==> src/rtl/load_store_unit.sv <==
`default_nettype none
// ============================================================================
//  Module   : load_store_unit
//  Brief    : MEM-stage data-memory interface. Runs a req/ack bus transaction
//             per load/store, formats byte enables / store data, extracts and
//             extends load data, and stalls the pipeline while busy.
//  Revision : 1.0  initial release
// ============================================================================
module load_store_unit #(
    parameter int BUS_TIMEOUT = 255
) (
    input  logic        clk,
    input  logic        rst_n,
    input  logic        req_valid,
    input  logic        mem_read,
    input  logic        mem_write,
    input  logic [2:0]  funct3,
    input  logic [31:0] addr,
    input  logic [31:0] store_data,
    input  logic        bus_ack,
    input  logic [31:0] bus_rdata,
    output logic        bus_req,
    output logic        bus_we,
    output logic [31:0] bus_addr,
    output logic [31:0] bus_wdata,
    output logic [3:0]  bus_be,
    output logic [31:0] load_data,
    output logic        lsu_stall,
    output logic        lsu_done,
    output logic        lsu_error
);

    // Counter is wide enough to hold BUS_TIMEOUT itself; the timeout fires on
    // the BUS_TIMEOUT-th REQ cycle, i.e. when the count equals BUS_TIMEOUT-1.
    localparam int              c_CW     = (BUS_TIMEOUT < 2) ? 1 : $clog2(BUS_TIMEOUT + 1);
    localparam bit              c_TMO_EN = (BUS_TIMEOUT != 0);
    localparam logic [c_CW-1:0] c_LIMIT  = (BUS_TIMEOUT > 0) ? c_CW'(BUS_TIMEOUT - 1) : '0;

    localparam logic [1:0] c_IDLE = 2'd0;
    localparam logic [1:0] c_REQ  = 2'd1;
    localparam logic [1:0] c_DONE = 2'd2;

    localparam logic [2:0] c_F3_B  = 3'b000;
    localparam logic [2:0] c_F3_H  = 3'b001;
    localparam logic [2:0] c_F3_W  = 3'b010;
    localparam logic [2:0] c_F3_BU = 3'b100;
    localparam logic [2:0] c_F3_HU = 3'b101;

    logic [1:0]      r_state;
    logic [1:0]      w_next_state;

    // Latched access attributes
    logic            r_is_load;
    logic [2:0]      r_f3;
    logic [1:0]      r_off;
    logic            r_err;
    logic [c_CW-1:0] r_cnt;

    // Registered bus-side outputs and load result
    logic            r_bus_we;
    logic [31:0]     r_bus_addr;
    logic [31:0]     r_bus_wdata;
    logic [3:0]      r_bus_be;
    logic [31:0]     r_load_data;

    // Request decode
    logic            w_req;
    logic            w_legal;
    logic            w_misaligned;
    logic            w_ok;
    logic [3:0]      w_be;
    logic [31:0]     w_wdata;
    logic            w_timeout;

    // Load formatting
    logic [7:0]      w_byte;
    logic [15:0]     w_half;
    logic [31:0]     w_load_fmt;

    // Decode the incoming request: legality, alignment, lanes and store data
    always_comb begin
        w_req   = req_valid & (mem_read | mem_write);
        w_legal = 1'b0;
        case (funct3)
            c_F3_B, c_F3_H, c_F3_W: w_legal = 1'b1;
            c_F3_BU, c_F3_HU:       w_legal = mem_read;   // unsigned forms exist only for loads
            default:                w_legal = 1'b0;
        endcase
        w_misaligned = ((funct3[1:0] == 2'b01) && addr[0]) ||
                       ((funct3[1:0] == 2'b10) && (addr[1:0] != 2'b00));
        w_ok = w_legal & ~w_misaligned;

        w_be    = 4'b1111;
        w_wdata = store_data;
        case (funct3[1:0])
            2'b00: begin
                w_be    = 4'b0001 << addr[1:0];
                w_wdata = {4{store_data[7:0]}};
            end
            2'b01: begin
                w_be    = addr[1] ? 4'b1100 : 4'b0011;
                w_wdata = {2{store_data[15:0]}};
            end
            default: begin
                w_be    = 4'b1111;
                w_wdata = store_data;
            end
        endcase
    end

    // Select the addressed lane of the returned word and extend it
    always_comb begin
        case (r_off)
            2'd0:    w_byte = bus_rdata[7:0];
            2'd1:    w_byte = bus_rdata[15:8];
            2'd2:    w_byte = bus_rdata[23:16];
            default: w_byte = bus_rdata[31:24];
        endcase
        w_half = r_off[1] ? bus_rdata[31:16] : bus_rdata[15:0];
        case (r_f3)
            c_F3_B:  w_load_fmt = {{24{w_byte[7]}}, w_byte};
            c_F3_H:  w_load_fmt = {{16{w_half[15]}}, w_half};
            c_F3_BU: w_load_fmt = {24'd0, w_byte};
            c_F3_HU: w_load_fmt = {16'd0, w_half};
            default: w_load_fmt = bus_rdata;
        endcase
    end

    // Timeout detection on the bus wait
    always_comb begin
        w_timeout = c_TMO_EN && (r_cnt == c_LIMIT);
    end

    // State register
    always_ff @(posedge clk) begin
        if (!rst_n) begin
            r_state <= c_IDLE;
        end else begin
            r_state <= w_next_state;
        end
    end

    // Next-state logic: bad requests skip the bus and go straight to DONE
    always_comb begin
        w_next_state = r_state;
        case (r_state)
            c_IDLE: begin
                if (w_req) begin
                    w_next_state = w_ok ? c_REQ : c_DONE;
                end
            end
            c_REQ: begin
                if (bus_ack || w_timeout) begin
                    w_next_state = c_DONE;
                end
            end
            c_DONE:  w_next_state = c_IDLE;
            default: w_next_state = c_IDLE;
        endcase
    end

    // Output logic derived from state and the incoming request
    always_comb begin
        bus_req   = (r_state == c_REQ);
        lsu_stall = ((r_state == c_IDLE) && w_req) || (r_state == c_REQ);
        lsu_done  = (r_state == c_DONE);
        lsu_error = (r_state == c_DONE) && r_err;
    end

    // Access latch, wait counter, error flag and load result
    always_ff @(posedge clk) begin
        if (!rst_n) begin
            r_is_load   <= 1'b0;
            r_f3        <= 3'd0;
            r_off       <= 2'd0;
            r_err       <= 1'b0;
            r_cnt       <= '0;
            r_bus_we    <= 1'b0;
            r_bus_addr  <= 32'd0;
            r_bus_wdata <= 32'd0;
            r_bus_be    <= 4'd0;
            r_load_data <= 32'd0;
        end else begin
            case (r_state)
                c_IDLE: begin
                    if (w_req) begin
                        r_err <= ~w_ok;
                        r_cnt <= '0;
                        if (w_ok) begin
                            r_is_load   <= mem_read;
                            r_f3        <= funct3;
                            r_off       <= addr[1:0];
                            r_bus_we    <= ~mem_read;
                            r_bus_addr  <= {addr[31:2], 2'b00};
                            r_bus_be    <= w_be;
                            r_bus_wdata <= w_wdata;
                        end
                    end
                end
                c_REQ: begin
                    r_cnt <= r_cnt + 1'b1;
                    if (bus_ack) begin
                        if (r_is_load) begin
                            r_load_data <= w_load_fmt;
                        end
                    end else if (w_timeout) begin
                        r_err <= 1'b1;
                    end
                end
                default: begin
                end
            endcase
        end
    end

    assign bus_we    = r_bus_we;
    assign bus_addr  = r_bus_addr;
    assign bus_wdata = r_bus_wdata;
    assign bus_be    = r_bus_be;
    assign load_data = r_load_data;

endmodule
`default_nettype wire

==> config.mk <==
export PLATFORM = sky130hd
export DESIGN_NAME = load_store_unit
export DESIGN_NICKNAME = d
export VERILOG_FILES = /design/src/rtl/load_store_unit.sv
export SDC_FILE = /design/constraint.sdc
export NUM_CORES = 1
export LEC_CHECK = 0
export CAP_MARGIN = 20
export CELL_PAD_IN_SITES_DETAIL_PLACEMENT = 0
export CELL_PAD_IN_SITES_GLOBAL_PLACEMENT = 1
export CORE_UTILIZATION = 30
export DETAILED_ROUTE_END_ITERATION = 16
export PLACE_DENSITY_LB_ADDON = 0.1
export SLEW_MARGIN = 20
export SYNTH_ARGS = -nofsm -noshare
export SYNTH_HDL_FRONTEND = slang
export SYNTH_SLANG_ARGS = --single-unit
==> constraint.sdc <==
create_clock -name clk -period 3.4 [get_ports clk]
set_input_delay 0.51 -clock clk [delete_from_list [all_inputs] [get_ports clk]]
set_output_delay 0.51 -clock clk [all_outputs]
set_load 0.05 [all_outputs]
# Word level (Yosys, flattened, before mapping)
# Cells that the tools add are included.
word_totals:
  register_bits: 116
  in_bits: 105
  wordCells: 75
op_classes:
  addsub: 1
  n_bitwise: 6
  n_eq_ne: 18
  muxes: 17
  n_shift: 1
  reduce_logical: 21
op_table:
  columns: ["cell", "count"]
  rows:
  - ["case mux 32 bit (4 select lines)", 1]
  - ["case mux 32 bit (2 select lines)", 1]
  - ["case mux 8 bit (3 select lines)", 1]
  - ["two-way mux 16 bit", 1]
  - ["case mux 8 bit (2 select lines)", 1]
  - ["== test 3 bit, second input constant", 4]
  - ["adder 8 x 1 -> 8 bit, second input constant", 1]
  - ["== test 8 bit, second input constant", 1]
  - ["two-way mux 8 bit", 1]
  - ["case mux 4 bit (2 select lines)", 1]
  - ["== test 2 x 1 -> 1 bit, second input constant", 3]
  - ["== test 2 bit, second input constant", 3]
  - ["== test 3 x 1 -> 1 bit, second input constant", 2]
  - ["logical NOT 2 bit", 3]
  - ["logical NOT 3 bit", 2]
  - ["two-way mux 2 bit", 3]
  - ["AND reduction 3 bit", 2]
  - ["logical AND 1 bit", 4]
  - ["two-way mux 4 bit", 1]
  - ["!= test 2 x 1 -> 1 bit, second input constant", 2]
  - ["!= test 2 bit, second input constant", 2]
  - ["case mux 1 bit (2 select lines)", 2]
  - ["case mux 2 bit (2 select lines)", 1]
  - ["AND reduction 2 bit", 2]
  - ["other kinds (11)", 19]

# Longest topological paths before layout
# Gate-level depths: netlist of the first run.
logic_depth:
  word_depth: 8
  mapped_depth: 8
  depth_no_buf: 6

# Least setup slack after synthesis of the first run
# No wires, ideal clock.
synth_timing:
  path_type: "register to output"
  startpoint: "register r_state[1]"
  endpoint: "output lsu_error"
  t_arrival_ns: 1.821
  path_slack_ns: 1.069
  stages_incl_launch_ff: 4
  required_ns: 2.890
  n_path_buf: 1
  path_cell_list: "dfxtp_1 > clkbuf_1 > nor2b_1 > and2_1"
synth_between:
  elab_chain_len: 2
synth_rtl:
  columns: ["element", "line", "text"]
  rows:
  - ["start, declared", "49", "logic [1:0] r_state;"]
  - ["start signal, assigned", "137", "r_state <= c_IDLE;"]
  - ["start signal, assigned", "139", "r_state <= w_next_state;"]
  - ["== test 2 bit", null, null]
  - ["via lsu_done", "29", "output logic lsu_done,"]
  - ["logical AND 1 bit", "167", "lsu_error = (r_state == c_DONE) && r_err;"]
  - ["end, declared", "30", "output logic lsu_error"]
# The timed path passes the listed nets, and every way through them passes these cells.

# Worst setup path after layout of the first run
layout_timing:
  startpoint: "input mem_read"
  endpoint: "output lsu_stall"
layout_between:
  elab_chain_len: 4
layout_rtl:
  columns: ["element", "line", "text"]
  rows:
  - ["start, declared", "15", "input logic mem_read,"]
  - ["OR 1 bit", "82", "w_req = req_valid & (mem_read | mem_write);"]
  - ["AND 1 bit", "82", null]
  - ["logical AND 1 bit", "165", "lsu_stall = ((r_state == c_IDLE) && w_req) || (r_state == c_REQ);"]
  - ["logical OR 1 bit", "165", null]
  - ["end, declared", "28", "output logic lsu_stall,"]
# No other way between the ends.

==> results by group, run 1 <==
STA
  • Fmax: 333 MHz
  • Final Max Tran Viols: 0
  • RSZ-0062 raised after global routing: no
  • Tmin final: 3010 ps
  • Setup WS post-layout: 393 ps
  • Setup TNS Final: 0 ps
  • Share of the clock period used by the worst path: 88.4%
  • Final setup fails: 0
  • WHS: 453 ps
  • Worst slew pin tran: 989 ps
  • Slew headroom: 34.0%
  • Hold Fails Final Rpt: 0
  • Worst Skew: 7.91 ps

Synthesis
  • Asr flop ratio synth: 0%
  • Seq cells post-synth: 116
  • Synth Cell Area: 0.00537 sq mm
  • Syn_area_per_cell: 8.29 sq um
  • Synth warn: 0
  • Register area share after synthesis: 43.2%
  • Number of flops mapped to enable cells by yosys: 0
  • Gate Count Post-Synth: 648
  • Synth cell types: 51
  • Synth Flop Type: dfxtp_1

Clock network
  • Post_cts resized: 0
  • CTS tree: yes
  • Maximum clock path buffer count: 2
  • H-Tree Depth: 4
  • CTS hold repair buffers: 0
  • TritonCTS buffer count: 17
  • Post-CTS Setup Bufs: 0
  • Clock transition at path regs: 50 ps
  • Clock Tree Root: clkbuf_16
  • Worst-Skew Late Latency: 410 ps
  • Clk sinks: 116

Power and ir drop
  • P_sw: 0.00104 W
  • Logic gate share of total power: 16.1%
  • Total chip power: 0.00398 W
  • Leak pwr: 2.92 nW
  • Cell-internal power: 0.00294 W
  • PwrDens: 486 mW/mm^2
  • Switching share of power: 26.2%
  • Maximum VDD drop: 0.345 mV
  • Clk network pwr share: 47.9%
  • Reg power frac: 36.0%

Route
  • Via-to-Cell Ratio: 5.01
  • Drt pass-1 iters: 4
  • Routed WL: 18.1 mm
  • WL per Instance: 17.0 um
  • DRT antenna net count: 0
  • 1st-iter DRT viols: 325
  • DRC viols: 0
  • Via Count: 5335

Worst setup path
  • Reg2Reg Depth: 4
  • Crit. End Element: primary output
  • Crit path kind: input port to primary output
  • Crit path launch type: input port
  • Worst Setup EP: lsu_stall
  • Crit path DAT: 2500 ps
  • WP data required: 2890 ps
  • CP Max Fanout: 8
  • CP startpoint: mem_read
  • Worst reg2reg setup slack: 1300 ps
  • R2R Path End: load_data[0]
  • Worst R2R Start: r_f3[0]

Placement
  • Port bufs: 207
  • Placement-stage worst setup slack: 394 ps
  • Routability cong.: 0.796
  • Post-DP HPWL: 12.4 mm

Layout
  • Layout cell share with drive strength beyond 1: 6.43%
  • Fin nets: 937
  • Antenna diodes: 0
  • Layout area overhead: 52.4%

Floorplan
  • Rows: 48
  • Die Wd: 136 um
  • Die Ht: 136 um
  • Initial Util: 30.8%
  • Core area: 0.0174 sq mm
  • Io pins: 210
  • Area of the die: 0.0184 sq mm

Global route
  • Largest net degree at the start of global routing: 101
  • First-pass GRT wire length: 28.1 mm
  • Initial antenna violation count: 0
  • Total GRT Usage: 19.8%
  • Remaining Overflow, GRT: 0
  • Vias in the first global route: 5140

Hold path
  • Hold Crit Class: flip-flop to flip-flop
  • Hold Startpoint: bus_addr[3]

Run status
  • Status: finished, final reports clean

Flow run
  • Max-cap violations: 0
cells in the final DEF, fill, tap and decap left out, types with 4 or more instances in the layout:
cell type / synthesis / layout
mux2i_1: 46 / 46
nand2_1: 139 / 139
clkdlybuf4s50_1: 0 / 206
nor2b_1: 7 / 7
nor2_1: 22 / 22
a32o_1: 8 / 7
a311oi_1: 14 / 14
nand2b_1: 9 / 9
nand4_1: 24 / 24
dfxtp_1: 116 / 116
buf_4: 3 / 12
clkbuf_16: 0 / 17
bufinv_16: 0 / 4
o21ai_0: 71 / 71
a221oi_1: 7 / 7
a21oi_1: 45 / 45
a211oi_1: 12 / 12
a31oi_1: 4 / 4
inv_1: 15 / 15
kinds of logic after synthesis:
kind of cell / after synthesis / synth area share, %
other cells: 1 / 0.0698
buf+inv: 74 / 6.68
compound gates: 181 / 21.0
simple gates: 220 / 18.3
fa+ha+maj: 2 / 0.466
xor+xnor: 4 / 0.652
mux: 50 / 9.62
flops: 116 / 43.2
worst max-delay path: stages:
cell	delay (ps)
clkdlybuf4s50_1	470
o21ai_1	430
a21o_1	330
inv_1	60
clkdlybuf4s50_1	690
area by class of cell:
type                       count  area (sq um)
clock inverter                 9           154
clock buffer                  20           467
timing repair buffer         220          2200
fill                        1688          9230
sequential                   116          2320
multi-input combinational    459          2700
inverter                      16          60.1
tap                          225           282
synth_stat cells, types with 3 or more instances:
cell	number	share of area [%]
a211oi_1	12	1.7
a21oi_1	45	4.2
a221oi_1	7	1.1
a311oi_1	14	2.3
a31oi_1	4	0.47
a32o_1	8	1.5
buf_1	4	0.28
buf_2	8	0.75
buf_4	3	0.42
buf_6	8	1.7
clkbuf_1	35	2.4
dfxtp_1	116	43
inv_1	15	1.0
mux2_2	3	0.63
mux2i_1	46	8.6
nand2_1	139	9.7
nand2b_1	9	1.0
nand3_1	3	0.28
nand3b_1	3	0.42
nand4_1	24	2.8
nor2_1	22	1.5
nor2b_1	7	0.82
nor3_1	3	0.28
o21a_1	3	0.42
o21ai_0	71	6.6
o31ai_1	3	0.42
xnor2_1	3	0.49
stage by stage:
step | utilization, % | instance area, sq um | std cells
after CTS | 46.8 | 8160 | 1064
after floorplan | - | 5380 | 649
after global placement | 43.3 | 7540 | 1035
after global routing | 47.0 | 8190 | 1065
final | 47.0 | 8190 | 1065
after detailed placement | 43.3 | 7540 | 1035
power by group through the flow:
stage / clock network [W] / logic, W / registers, W
after floorplan: 0 / 0.000236 / 0.00159
after global placement: 0 / 0.000633 / 0.00146
after detailed placement: 0 / 0.000637 / 0.00146
after CTS: 0.00194 / 0.000639 / 0.00143
after global routing: 0.00200 / 0.000683 / 0.00144
final: 0.00191 / 0.000640 / 0.00143
worst min path at each step:
stage	to	slack, ps	cells after the start
global placement	bus_addr[8]	440	2
global route	bus_addr[3]	480	2
finish	bus_addr[3]	450	2
floorplan	r_is_load	430	2
detailed placement	bus_addr[31]	450	2
CTS	bus_addr[3]	460	2
registers in the layout (all words and copies together), names as in the netlist:
register,flops
load_data,32
r_f3,3
r_cnt,8
bus_we,1
r_err,1
bus_be,4
bus_addr,30
r_off,2
r_is_load,1
r_state,2
bus_wdata,32
metal layers:
metal	GRT usage (%)	vias up	share of wire, %
met5	0	-	0
met4	5.93	0	1.2
met3	7.12	12	9.0
met2	29.8	182	44
met1	26.1	2480	46
li1	-	2661	-
Note: power is estimated with default switching activity, not from simulation.
==> inputs of run 2 (changes only) <==
Clock period 3.4 ns to 3.21 ns, I/O delays scaled along.
==> results by group, run 2 (synthesized netlist as in run 1, its figures left out) <==
Run status
  • Status: finished, final reports clean

Placement
  • Port bufs: 207 (unchanged)
  • Routability cong.: 0.792 (-0.49%)
  • Cell count after placement: 1039 (+0.39%)
  • Placed cell area: 0.00757 sq mm (+0.40%)
  • Placement-stage worst setup slack: 440 ps (+45.8 ps)
  • Post-DP HPWL: 12.4 mm (about the same)

Clock network
  • Clk sinks: 116 (unchanged)
  • Post-CTS Setup Bufs: 0 (unchanged)
  • Maximum clock path buffer count: 2 (unchanged)
  • Worst-Skew Late Latency: 420 ps (about the same)
  • TritonCTS buffer count: 17 (unchanged)
  • Post_cts resized: 0 (unchanged)
  • H-Tree Depth: 4 (unchanged)
  • Clock transition at path regs: 50 ps (about the same)
  • CTS hold repair buffers: 0 (unchanged)
  • CTS tree: yes
  • Clock Tree Root: clkbuf_16

Route
  • Met3 routed WL: 1.58 mm (-2.5%)
  • Met2 WL: 7.67 mm (-3.6%)
  • Via Count: 5346 (+0.21%)
  • Highest routed layer: met4
  • Via-to-Cell Ratio: 4.99 (-0.45%)
  • Drt pass-1 iters: 4 (unchanged)
  • Met1 wire length: 8.27 mm (-0.24%)
  • DRC viols: 0 (unchanged)
  • Routed WL: 17.8 mm (-1.5%)
  • 1st-iter DRT viols: 232 (-29%)
  • DRT antenna net count: 0 (unchanged)
  • WL per Instance: 16.6 um (-2.1%)

STA
  • Slew headroom: 61.8% (+28 points)
  • RSZ-0062 raised after global routing: no
  • Setup WS post-layout: 444 ps (+50.7 ps)
  • Tmin final: 2770 ps
  • Worst slew pin tran: 571 ps (-418 ps)
  • Fmax: 362 MHz
  • Worst Skew: 8.10 ps (+0.196 ps)
  • Final setup fails: 0 (unchanged)
  • Share of the clock period used by the worst path: 86.2%
  • Hold Fails Final Rpt: 0 (unchanged)
  • Final Max Tran Viols: 0 (unchanged)
  • Setup TNS Final: 0 ps (unchanged)

Power and ir drop
  • Leak pwr: 2.94 nW (+0.86%)
  • Reg power frac: 35.9% (about the same)
  • Cell-internal power: 0.00313 W (+6.6%)
  • P_sw: 0.00111 W (+5.9%)
  • Clk network pwr share: 48.1% (+0.2 points)
  • Switching share of power: 26.1% (-0.13 points)
  • Logic gate share of total power: 16.0% (about the same)
  • PwrDens: 515 mW/mm^2 (+5.9%)
  • Maximum VDD drop: 0.366 mV (+6.3%)

Global route
  • Total GRT Usage: 19.4% (-0.41 points)
  • Vias in the first global route: 5199 (+1.1%)
  • Remaining Overflow, GRT: 0 (unchanged)
  • First-pass GRT wire length: 27.6 mm (-1.8%)
  • Initial antenna violation count: 0 (unchanged)
  • Largest net degree at the start of global routing: 52 (-49%)

Floorplan
  • Area of the die: 0.0184 sq mm (unchanged)
  • Die Wd: 136 um (unchanged)
  • Rows: 48 (unchanged)
  • Initial Util: 30.8% (unchanged)
  • Io pins: 210 (unchanged)
  • Core area: 0.0174 sq mm (unchanged)
  • Die Ht: 136 um (unchanged)

Layout
  • Layout cell share with drive strength beyond 1: 6.73% (+0.30 points)
  • Post-layout util: 47.2% (+0.22 points)
  • Antenna diodes: 0 (unchanged)
  • Non-Filler Instances: 1072 (+0.66%)
  • Most frequent cells in the layout: 206 x clkdlybuf4s50_1, 139 x nand2_1, 116 x dfxtp_1
  • Fin nets: 941 (+0.43%)
  • Post-Layout Inst Area: 0.00822 sq mm (+0.46%)
  • Commonest non-fill, non-tap cell in the layout: clkdlybuf4s50_1
  • Layout area overhead: 53.1%

Hold path
  • Hold Crit Class: flip-flop to flip-flop

Worst setup path
  • Worst reg2reg setup slack: 1380 ps (+80 ps)
  • Crit path kind: input port to primary output
  • Crit path launch type: input port
  • Crit path DAT: 2280 ps (-220 ps)
  • WP data required: 2730 ps (-160 ps)
  • Crit. End Element: primary output
  • CP Max Fanout: 8 (unchanged)

Flow run
  • Max-cap violations: 0 (unchanged)
-- run 2: worst paths after layout --
path / start / to / cells after the start
worst max-delay path: mem_read / lsu_stall / 5
worst min-delay path: bus_addr[12] / bus_addr[12] / 2
worst max register to register: r_state[1] / load_data[6] / 4
worst min register to register: bus_addr[12] / bus_addr[12] / 2
-- run 2: final cells by class --
| class | instances | area (sq um) |
|---|---|---|
| Clock inverter | 8 | 146 |
| Clock buffer | 24 | 482 |
| Timing Repair Buffer | 224 | 2230 |
| Fill cell | 1697 | 9190 |
| Tap cell | 225 | 282 |
| Sequential cell | 116 | 2320 |
| Inverter | 16 | 60.1 |
| Multi-Input combinational cell | 459 | 2700 |
-- run 2: metrics by stage --
step                      power (W)  hold slack, ps
final                       0.00424             454
after global routing        0.00440             471
after CTS                   0.00429             458
after detailed placement    0.00223             448
after global placement      0.00222             442
after floorplan             0.00193             432
-- run 2: power by group through the flow --
stage          Combinational [W]  Clock (W)  Sequential [W]
6_report                0.000678    0.00204         0.00152
3_5_place_dp            0.000676          0         0.00155
3_3_place_gp            0.000673          0         0.00155
4_1_cts                 0.000679    0.00209         0.00152
5_1_grt                 0.000727    0.00215         0.00152
2_1_floorplan           0.000249          0         0.00168
-- run 2: metal layers --
metal | vias up | global-route usage, %
met5 | - | 0
met4 | 0 | 7.24
met3 | 17 | 6.97
met2 | 180 | 29.0
met1 | 2484 | 25.2
li1 | 2665 | -
-- run 2: critical path: stages --
cell,delay [ps]
clkdlybuf4s50_1,540
o21ai_1,120
a21o_1,280
inv_1,70
clkdlybuf4s50_1,790
==> inputs of run 3 (changes only) <==
Settings changed: CORE_ASPECT_RATIO set to 1.25.
==> results by group, run 3 (synthesized netlist as in run 1, its figures left out) <==
Floorplan
  • Die Ht: 152 um (+12%)
  • Die Wd: 122 um (-10%)
  • Rows: 54 (+13%)
  • Core area: 0.0175 sq mm (+0.47%)
  • Area of the die: 0.0185 sq mm (about the same)
  • Initial Util: 30.7% (-0.15 points)
  • Io pins: 210 (unchanged)

STA
  • Final Max Tran Viols: 0 (unchanged)
  • Worst Skew: 12.0 ps (+3.86 ps)
  • Setup TNS Final: 0 ps (unchanged)
  • WHS: 366 ps (-88.4 ps)
  • Share of the clock period used by the worst path: 87.0% (+0.85 points)
  • Fmax: 358 MHz (-0.98%)
  • Setup WS post-layout: 417 ps (-27.3 ps)
  • RSZ-0062 raised after global routing: no
  • Worst slew pin tran: 683 ps (+112 ps)
  • Hold Fails Final Rpt: 0 (unchanged)
  • Slew headroom: 54.4% (-7.3 points)
  • Tmin final: 2790 ps (+27.3 ps)
  • Final setup fails: 0 (unchanged)

Clock network
  • Post_cts resized: 0 (unchanged)
  • CTS hold repair buffers: 0 (unchanged)
  • Clk sinks: 116 (unchanged)
  • Maximum clock path buffer count: 2 (unchanged)
  • CTS tree: yes
  • Worst-Skew Late Latency: 410 ps (about the same)
  • TritonCTS buffer count: 17 (unchanged)
  • Clock transition at path regs: 60 ps (about the same)
  • Clock Tree Root: clkbuf_16
  • Post-CTS Setup Bufs: 0 (unchanged)
  • H-Tree Depth: 4 (unchanged)

Worst setup path
  • WP data required: 2730 ps (about the same)
  • Crit path DAT: 2310 ps (+30 ps)
  • Crit. End Element: primary output
  • Worst reg2reg setup slack: 1370 ps (about the same)
  • Crit path kind: input port to primary output
  • Crit path launch type: input port
  • CP Max Fanout: 8 (unchanged)

Layout
  • Commonest non-fill, non-tap cell in the layout: clkdlybuf4s50_1
  • Non-Filler Instances: 1069 (-0.28%)
  • Fin nets: 939 (-0.21%)
  • Layout area overhead: 52.4%
  • Antenna diodes: 0 (unchanged)
  • Layout cell share with drive strength beyond 1: 6.86% (+0.13 points)
  • Post-Layout Inst Area: 0.00819 sq mm (-0.43%)
  • Most frequent cells in the layout: 206 x clkdlybuf4s50_1, 139 x nand2_1, 116 x dfxtp_1

Power and ir drop
  • Maximum VDD drop: 0.330 mV (-9.9%)
  • PwrDens: 509 mW/mm^2 (-1.2%)
  • Leak pwr: 2.91 nW (-0.91%)

Global route
  • Initial antenna violation count: 0 (unchanged)
  • First-pass GRT wire length: 27.7 mm (+0.42%)
  • Vias in the first global route: 5213 (+0.27%)
  • Remaining Overflow, GRT: 0 (unchanged)
  • Total GRT Usage: 19.6% (+0.25 points)
  • Largest net degree at the start of global routing: 77 (+48%)

Route
  • Routed WL: 18.1 mm (+1.5%)
  • Met1 wire length: 7.46 mm (-9.8%)
  • Drt pass-1 iters: 6 (+2)
  • DRT antenna net count: 0 (unchanged)
  • 1st-iter DRT viols: 315 (+36%)
  • Via-to-Cell Ratio: 4.98 (-0.15%)
  • DRC viols: 0 (unchanged)
  • Highest routed layer: met4
  • Met2 WL: 9.18 mm (+20%)
  • Met3 routed WL: 1.18 mm (-25%)
  • Via Count: 5323 (-0.43%)
  • WL per Instance: 16.9 um (+1.8%)

Flow run
  • Max-cap violations: 0 (unchanged)

Hold path
  • Hold Crit Class: input port to flip-flop

Placement
  • Routability cong.: 0.799 (+0.86%)
  • Placed cell area: 0.00757 sq mm (about the same)
  • Placement-stage worst setup slack: 398 ps (-42.5 ps)
  • Port bufs: 207 (unchanged)
  • Post-DP HPWL: 12.9 mm (+4.5%)
  • Cell count after placement: 1037 (-0.19%)

Run status
  • Status: finished, final reports clean
run 3: cell types whose count changed in the layout (fill, tap and decap cells not counted), sizes merged:
cell / previous run / this run
clkbuf: 24 / 18
clkinv: 3 / 8
buf: 18 / 16
bufinv: 4 / 3
clkinvlp: 1 / 2
inv: 16 / 17
run 3: final cells by class:
type | instances | area, sq um
flip-flops and latches | 116 | 2320
well taps | 224 | 280
repair buffers | 222 | 2210
inverters | 16 | 60.1
clock buffers | 18 | 439
fillers | 1683 | 9310
clock inverters | 14 | 179
multi-input cells | 459 | 2700
run 3: stage by stage:
| step | power, W | util, % |
|---|---|---|
| 6_report | 0.00417 | 46.8 |
| 2_1_floorplan | 0.00193 | - |
| 3_5_place_dp | 0.00223 | 43.3 |
| 3_3_place_gp | 0.00222 | 43.3 |
| 5_1_grt | 0.00433 | 46.8 |
| 4_1_cts | 0.00422 | 46.8 |
run 3: worst max-delay path: stages:
cell	delay (ps)
clkdlybuf4s50_1	540
o21ai_1	140
a21o_1	290
inv_1	70
clkdlybuf4s50_1	790
run 3: report_power, final:
| group | switching [W] | internal (W) | total (W) | leakage [nW] |
|---|---|---|---|---|
| logic | 0.000398 | 0.000278 | 0.000676 | 1.68 |
| registers | 0.0000306 | 0.00149 | 0.00152 | 0.940 |
| clock network | 0.000721 | 0.00125 | 0.00197 | 0.298 |
run 3: final timing paths:
kind              depth (start not counted)      endpoint          from
hold reg to reg                           2  bus_addr[31]  bus_addr[31]
hold / removal                            3  bus_addr[31]         rst_n
setup reg to reg                          4  load_data[6]    r_state[1]
setup / recovery                          5     lsu_stall      mem_read
run 3: metal layers:
layer  global-route usage [%]  vias up
li1                         -     2664
met1                     22.2     2474
met2                     35.1      172
met3                     5.31       13
met4                     6.85        0
met5                        0        -
